## config.mk

```make
export PLATFORM = sky130hd
export DESIGN_NAME = max7219_rx
export DESIGN_NICKNAME = d
export VERILOG_FILES = /design/src/rtl/max7219_pkg.sv /design/src/rtl/max7219_rx_sync.sv /design/src/rtl/max7219_rx.sv
export SDC_FILE = /design/constraint.sdc
export NUM_CORES = 1
export LEC_CHECK = 0
export ABC_AREA = 1
export BUFFER_PORTS_ARGS = -buffer_cell sky130_fd_sc_hd__buf_2
export CORE_ASPECT_RATIO = 1.4
export CORE_MARGIN = 3
export CORE_UTILIZATION = 35
export CTS_CLUSTER_SIZE = 20
export DETAILED_ROUTE_END_ITERATION = 16
export PLACE_DENSITY = 0.48
export REMOVE_ABC_BUFFERS = 1
export SLEW_MARGIN = 20
export SYNTH_ARGS = -nofsm -noshare
export SYNTH_HDL_FRONTEND = slang
export SYNTH_SLANG_ARGS = --single-unit
export TNS_END_PERCENT = 1
```

## constraint.sdc

```tcl
create_clock -name clk -period 2.02 [get_ports clk]
set_input_delay 0 -clock clk [delete_from_list [all_inputs] [get_ports clk]]
set_output_delay 0 -clock clk [all_outputs]
set_load 0.03 [all_outputs]
```

## src/rtl/max7219_pkg.sv

```systemverilog
// Shared definitions for the MAX7219 serial receiver: register map, FSM states
// and the decoded register-file record.
package max7219_pkg;

  localparam logic [3:0] ADDR_NOOP         = 4'h0;
  localparam logic [3:0] ADDR_DIGIT0       = 4'h1;
  localparam logic [3:0] ADDR_DIGIT1       = 4'h2;
  localparam logic [3:0] ADDR_DIGIT2       = 4'h3;
  localparam logic [3:0] ADDR_DIGIT3       = 4'h4;
  localparam logic [3:0] ADDR_DIGIT4       = 4'h5;
  localparam logic [3:0] ADDR_DIGIT5       = 4'h6;
  localparam logic [3:0] ADDR_DIGIT6       = 4'h7;
  localparam logic [3:0] ADDR_DIGIT7       = 4'h8;
  localparam logic [3:0] ADDR_DECODE_MODE  = 4'h9;
  localparam logic [3:0] ADDR_INTENSITY    = 4'hA;
  localparam logic [3:0] ADDR_SCAN_LIMIT   = 4'hB;
  localparam logic [3:0] ADDR_SHUTDOWN     = 4'hC;
  localparam logic [3:0] ADDR_RSVD_D       = 4'hD;
  localparam logic [3:0] ADDR_RSVD_E       = 4'hE;
  localparam logic [3:0] ADDR_DISPLAY_TEST = 4'hF;

  typedef enum logic [1:0] {
    ST_IDLE  = 2'd0,
    ST_SHIFT = 2'd1,
    ST_LATCH = 2'd2
  } rx_state_e;

  typedef struct packed {
    logic [7:0][7:0] digit;
    logic [7:0]      decode_mode;
    logic [3:0]      intensity;
    logic [2:0]      scan_limit;
    logic            shutdown_n;
    logic            display_test;
  } max7219_regs_t;

  // A frame is good only when a whole number (>0) of 16-bit words was clocked in.
  function automatic logic count_ok(input logic [4:0] cnt);
    return cnt[4] && (cnt[3:0] == 4'd0);
  endfunction

endpackage

```

## src/rtl/max7219_rx_sync.sv

```systemverilog
// Multi-flop synchronizer for one asynchronous pin plus a trailing flop
// that yields single-cycle rising/falling edge strobes.
module max7219_rx_sync #(
  parameter int   STAGES  = 2,
  parameter logic RST_VAL = 1'b0
) (
  input  logic clk,
  input  logic rst_n,
  input  logic async_i,
  output logic sync_o,
  output logic rise_o,
  output logic fall_o
);

  logic [STAGES-1:0] sync_q;
  logic              prev_q;

  always_ff @(posedge clk or negedge rst_n) begin
    if (!rst_n) begin
      sync_q <= {STAGES{RST_VAL}};
      prev_q <= RST_VAL;
    end else begin
      sync_q <= {sync_q[STAGES-2:0], async_i};
      prev_q <= sync_q[STAGES-1];
    end
  end

  assign sync_o = sync_q[STAGES-1];
  assign rise_o = sync_q[STAGES-1] & ~prev_q;
  assign fall_o = ~sync_q[STAGES-1] & prev_q;

endmodule

```

## src/rtl/max7219_rx.sv

```systemverilog
// MAX7219-compatible serial slave: oversamples CLK/DIN/LOAD in the system clock
// domain, latches 16-bit frames on LOAD rising and decodes them into registers.
module max7219_rx
  import max7219_pkg::*;
#(
  parameter int G_SYNC_STAGES = 2
) (
  input  logic       clk,
  input  logic       rst_n,
  input  logic       i_max7219_clk,
  input  logic       i_max7219_din,
  input  logic       i_max7219_load,
  output logic       o_max7219_dout,
  output logic       o_frame_valid,
  output logic       o_frame_err,
  output logic [3:0] o_addr,
  output logic [7:0] o_data,
  input  logic [2:0] i_rd_digit,
  output logic [7:0] o_rd_data,
  output logic [7:0] o_decode_mode,
  output logic [3:0] o_intensity,
  output logic [2:0] o_scan_limit,
  output logic       o_shutdown_n,
  output logic       o_display_test
);

  logic clk_sync, clk_rise, clk_fall;
  logic din_sync, din_rise, din_fall;
  logic load_sync, load_rise, load_fall;

  max7219_rx_sync #(.STAGES(G_SYNC_STAGES), .RST_VAL(1'b0)) u_sync_clk (
    .clk(clk), .rst_n(rst_n), .async_i(i_max7219_clk),
    .sync_o(clk_sync), .rise_o(clk_rise), .fall_o(clk_fall)
  );

  max7219_rx_sync #(.STAGES(G_SYNC_STAGES), .RST_VAL(1'b0)) u_sync_din (
    .clk(clk), .rst_n(rst_n), .async_i(i_max7219_din),
    .sync_o(din_sync), .rise_o(din_rise), .fall_o(din_fall)
  );

  // LOAD idles high; resetting its chain high avoids a phantom frame at reset release.
  max7219_rx_sync #(.STAGES(G_SYNC_STAGES), .RST_VAL(1'b1)) u_sync_load (
    .clk(clk), .rst_n(rst_n), .async_i(i_max7219_load),
    .sync_o(load_sync), .rise_o(load_rise), .fall_o(load_fall)
  );

  rx_state_e     state_q, state_d;
  logic [15:0]   sr_q, sr_d;
  logic [4:0]    cnt_q, cnt_d;
  max7219_regs_t regs_q, regs_d;
  logic [3:0]    addr_q, addr_d;
  logic [7:0]    data_q, data_d;
  logic          valid_q, valid_d;
  logic          err_q, err_d;
  logic [7:0]    rd_q;
  logic [2:0]    dig_idx;

  assign dig_idx = 3'(sr_q[11:8] - 4'd1);

  always_comb begin
    state_d = state_q;
    sr_d    = sr_q;
    cnt_d   = cnt_q;
    regs_d  = regs_q;
    addr_d  = addr_q;
    data_d  = data_q;
    valid_d = 1'b0;
    err_d   = 1'b0;

    if (clk_rise) begin
      sr_d  = {sr_q[14:0], din_sync};
      cnt_d = {cnt_q[4] | (&cnt_q[3:0]), cnt_q[3:0] + 4'd1};
    end

    case (state_q)
      ST_IDLE: begin
        if (load_fall)      state_d = ST_SHIFT;
        else if (load_rise) state_d = ST_LATCH;
      end
      ST_SHIFT: begin
        if (load_rise) state_d = ST_LATCH;
      end
      ST_LATCH: begin
        state_d = ST_IDLE;
        cnt_d   = '0;
        if (count_ok(cnt_q)) begin
          valid_d = 1'b1;
          addr_d  = sr_q[11:8];
          data_d  = sr_q[7:0];
          case (sr_q[11:8])
            ADDR_DIGIT0, ADDR_DIGIT1, ADDR_DIGIT2, ADDR_DIGIT3,
            ADDR_DIGIT4, ADDR_DIGIT5, ADDR_DIGIT6, ADDR_DIGIT7:
                               regs_d.digit[dig_idx] = sr_q[7:0];
            ADDR_DECODE_MODE:  regs_d.decode_mode    = sr_q[7:0];
            ADDR_INTENSITY:    regs_d.intensity      = sr_q[3:0];
            ADDR_SCAN_LIMIT:   regs_d.scan_limit     = sr_q[2:0];
            ADDR_SHUTDOWN:     regs_d.shutdown_n     = sr_q[0];
            ADDR_DISPLAY_TEST: regs_d.display_test   = sr_q[0];
            ADDR_NOOP, ADDR_RSVD_D, ADDR_RSVD_E: ;
            default: ;
          endcase
        end else begin
          err_d = 1'b1;
        end
      end
      default: state_d = ST_IDLE;
    endcase
  end

  always_ff @(posedge clk or negedge rst_n) begin
    if (!rst_n) begin
      state_q <= ST_IDLE;
      sr_q    <= '0;
      cnt_q   <= '0;
      regs_q  <= '0;
      addr_q  <= '0;
      data_q  <= '0;
      valid_q <= 1'b0;
      err_q   <= 1'b0;
      rd_q    <= '0;
    end else begin
      state_q <= state_d;
      sr_q    <= sr_d;
      cnt_q   <= cnt_d;
      regs_q  <= regs_d;
      addr_q  <= addr_d;
      data_q  <= data_d;
      valid_q <= valid_d;
      err_q   <= err_d;
      rd_q    <= regs_q.digit[i_rd_digit];
    end
  end

  assign o_max7219_dout = sr_q[15];
  assign o_frame_valid  = valid_q;
  assign o_frame_err    = err_q;
  assign o_addr         = addr_q;
  assign o_data         = data_q;
  assign o_rd_data      = rd_q;
  assign o_decode_mode  = regs_q.decode_mode;
  assign o_intensity    = regs_q.intensity;
  assign o_scan_limit   = regs_q.scan_limit;
  assign o_shutdown_n   = regs_q.shutdown_n;
  assign o_display_test = regs_q.display_test;

  logic unused_sig;
  assign unused_sig = ^{clk_sync, clk_fall, din_rise, din_fall, load_sync, sr_q[14:12]};

endmodule

```

==> key figures <==
Outcome
  – Status: finished, final reports clean

Global routing
  – First-pass GRT wire length: 25,800 um
  – GRT Overall Usage: 0.177
  – Maximum number of pins on one net before global-route repair: 55
  – Initial antenna violation count: 0
  – Vias in the first global route: 4,825
  – Grt ovf: 0

STA
  – Unrepaired setup endpoints after global routing: yes
  – Worst-Margin Slew: 554 ps
  – Period minus WS final: 1920 ps
  – Worst rel slew slack: 0.630
  – Setup TNS: 0 ps
  – Fmax: 0.521 GHz
  – Final setup margin: 101 ps
  – Endpoints failing setup: 0
  – Final slew viol count: 0
  – Period utilization: 0.950
  – Setup Skew: 14.1 ps
  – Final hold viol count: 0

Power and ir drop
  – Total power: 7.27 mW
  – Pleak: 3.61 nW
  – PD cells: 1040 nW/um^2
  – Worst vdd ir: 626 uV

Synth
  – Syn avg cell area: 8.86 um^2
  – Top post-synthesis cells by area: dfrtp_1 (55%), nand2_1 (13%), nand4_1 (6.8%)
  – Synth warn: 0
  – Post-synthesis sequential area ratio: 0.563
  – Synth cell types: 25
  – Yosys top cell by area: dfrtp_1
  – Yosys top cell area share: 0.550
  – Synth Cell Area: 5960 um^2
  – Post-Synthesis Cells: 673
  – Flops & latches, synth: 134

Floorplanning
  – Die Span X: 116 um
  – I/O pin cnt: 48
  – Row cnt: 55
  – Die area: 18,700 um^2
  – Initial core utilization: 0.362
  – Die Span Y: 160 um
  – CORE AREA: 16,400 um^2

Drt
  – Routed vias/inst: 5.07
  – 1st-iter DRT viols: 216
  – Detail Route Antenna Nets: 0
  – Final wirelength: 15,400 um
  – WL per Instance: 16.5 um
  – Pre-antenna DRT Iters: 5
  – DRC errors left: 0
  – Vias: 4,715

Layout
  – Multi-input gate area: 2160 um^2
  – Final core utilization: 0.426
  – # diodes: 0
  – Filler Cell Count: 1,647
  – Area grow syn2layout: 17.5%
  – Layout cells sized above 1: 0.174
  – Final #Nets: 732
  – Register area: 3360 um^2

Worst setup path
  – Worst Setup Start Kind: flop
  – WP buf/inv: 1
  – CP max stage cell: dfrtp_1
  – Max stage delay on crit path: 420 ps
  – CP max FO: 18
  – CP required: 2330 ps
  – Worst-path cell chain: inv_1 > ha_1 > nor2_1 > nand2_1 > nand2_1 > nand2_2 > nand3_1 > nand2_1 > nand2_1
  – Arrival time at the worst endpoint: 2230 ps
  – CP Class: reg -> reg
  – CP delay by family, top: simple AND/OR/NAND/NOR gates
  – Crit-path most repeated cell: nand2_1
  – CP Capture Type: flop

Clocking
  – Worst-Skew Late Latency: 420 ps
  – Worst-path clk slew: 60 ps
  – Clk root buf: clkbuf_16
  – # H-tree levels: 4
  – TritonCTS clock tree: done
  – CTS Buffer Depth: 2
  – CTS Buf Count: 17
  – Clk sinks: 134

Min path
  – Worst min-delay path class: in -> async

Placement
  – GPL Wtd Cong: 0.811
  – Port Buffers: 47
  – Dpl hpwl: 10,300 um
  – Setup WS pre-CTS: 82.8 ps

Job
  – MaxCap Viol Count: 0
## timing repair
action,4_1_cts,5_1_grt
endpoints found under the hold margin,106,0
hold buffers,5,0
resized for setup,0,3
setup buffers,0,0
endpoints found under the setup margin,0,43
## sequential cells by signal, summed over array words and instances, names as in the netlist
register	flops
u_sync_load.sync_q	2
o_addr	4
u_sync_load.prev_q	1
o_scan_limit	3
o_shutdown_n	1
o_data	8
state_q	2
o_display_test	1
o_frame_valid	1
o_frame_err	1
u_sync_clk.sync_q	2
o_intensity	4
o_decode_mode	8
o_rd_data	8
u_sync_clk.prev_q	1
sr_q	16
cnt_q	5
regs_q	64
u_sync_din.sync_q	2
## synthesized netlist by cell type
| cell type | n |
|---|---|
| nand2_1 | 214 |
| dfrtp_1 | 131 |
| o21ai_0 | 75 |
| nand4_1 | 65 |
| nor2_1 | 42 |
| inv_1 | 31 |
| clkbuf_1 | 21 |
| buf_4 | 17 |
| o22ai_1 | 16 |
| nand3_1 | 12 |
| buf_2 | 10 |
| buf_6 | 6 |
| ha_1 | 6 |
| nor2_4 | 5 |
| a21oi_1 | 3 |
| dfstp_2 | 3 |
| o21ai_1 | 3 |
| a21oi_2 | 2 |
| inv_2 | 2 |
| nand2_2 | 2 |
| nand3_4 | 2 |
| nor3_1 | 2 |
| a211oi_1 | 1 |
| buf_1 | 1 |
| or2_2 | 1 |
## worst register-to-register path: cells and delay by family (launching register included)
kind,cells,cell delay (ps)
AND/OR/NAND/NOR,7,1020
buffers and inverters,1,140
flip-flops,1,420
adder cells (fa/ha/maj),1,230
## layout by cell type (no fill, tap or decap)
master and n:
a211oi_1 1, a21oi_1 3, a21oi_2 2, buf_12 1, buf_2 46, buf_4 27
buf_6 2, bufinv_16 2, clkbuf_16 17, clkinv_2 2, clkinv_4 1, clkinvlp_4 3
dfrtp_1 130, dfrtp_2 1, dfstp_2 3, dlygate4sd3_1 5, ha_1 6, inv_1 31
inv_2 2, inv_6 5, inv_8 2, nand2_1 214, nand2_2 2, nand3_1 11
nand3_2 1, nand3_4 2, nand4_1 65, nor2_1 42, nor2_4 5, nor3_1 2
o21ai_0 75, o21ai_1 3, o22ai_1 16, or2_2 1
## area by class of cell
cell class,instances,share of cell area
flip-flops and latches,134,0.479
multi-input cells,451,0.308
repair buffers,81,0.0750
clock buffers,17,0.0607
well taps,199,0.0355
clock inverters,15,0.0239
inverters,33,0.0177
## layer usage
layer / up-vias / global-route usage / routed length (um)
li1: 2324 / - / -
met3: 14 / 0.0324 / 628
met1: 2265 / 0.227 / 6720
met4: 0 / 0.0538 / 187
met2: 112 / 0.301 / 7840
met5: - / 0 / 0
## power breakdown
group / switching (mW) / internal (mW) / total (mW)
logic: 0.906 / 0.299 / 1.21
registers: 0.157 / 2.79 / 2.95
clock network: 1.27 / 1.85 / 3.12
total: 2.33 / 4.94 / 7.27
## stage by stage
step	cell area, um^2	hold slack, ps	std cells
4_1_cts	7000	128	930
3_5_place_dp	6350	2.24	893
3_3_place_gp	6350	0.0284	893
5_1_grt	7010	170	930
6_report	7010	113	930
2_1_floorplan	5630	-296	618
## path summary, 6_finish.rpt
check | start | to | slack [ps] | cells after the start
setup / recovery | sr_q[9]$_DFFE_PN0P_ | regs_q[20]$_DFFE_PN0P_ | 100 | 9
hold / removal | rst_n | regs_q[63]$_DFFE_PN0P_ | 110 | 2
setup reg to reg | sr_q[9]$_DFFE_PN0P_ | regs_q[20]$_DFFE_PN0P_ | 100 | 9
hold reg to reg | u_sync_din.sync_q[0]$_DFF_PN0_ | u_sync_din.sync_q[1]$_DFF_PN0_ | 350 | 0
max in group asynchronous | rst_n | sr_q[8]$_DFFE_PN0P_ | 1220 | 3
min in group clk | i_rd_digit[1] | o_rd_data[5]$_DFF_PN0_ | 180 | 6
## kinds of logic after synthesis
group,after synthesis,share of synthesized area
compound gates,100,0.0890
fa+ha+maj,6,0.0126
buf+inv,88,0.0758
flops,134,0.563
simple gates,345,0.260
No activity file was read; power rests on OpenSTA's default activity.
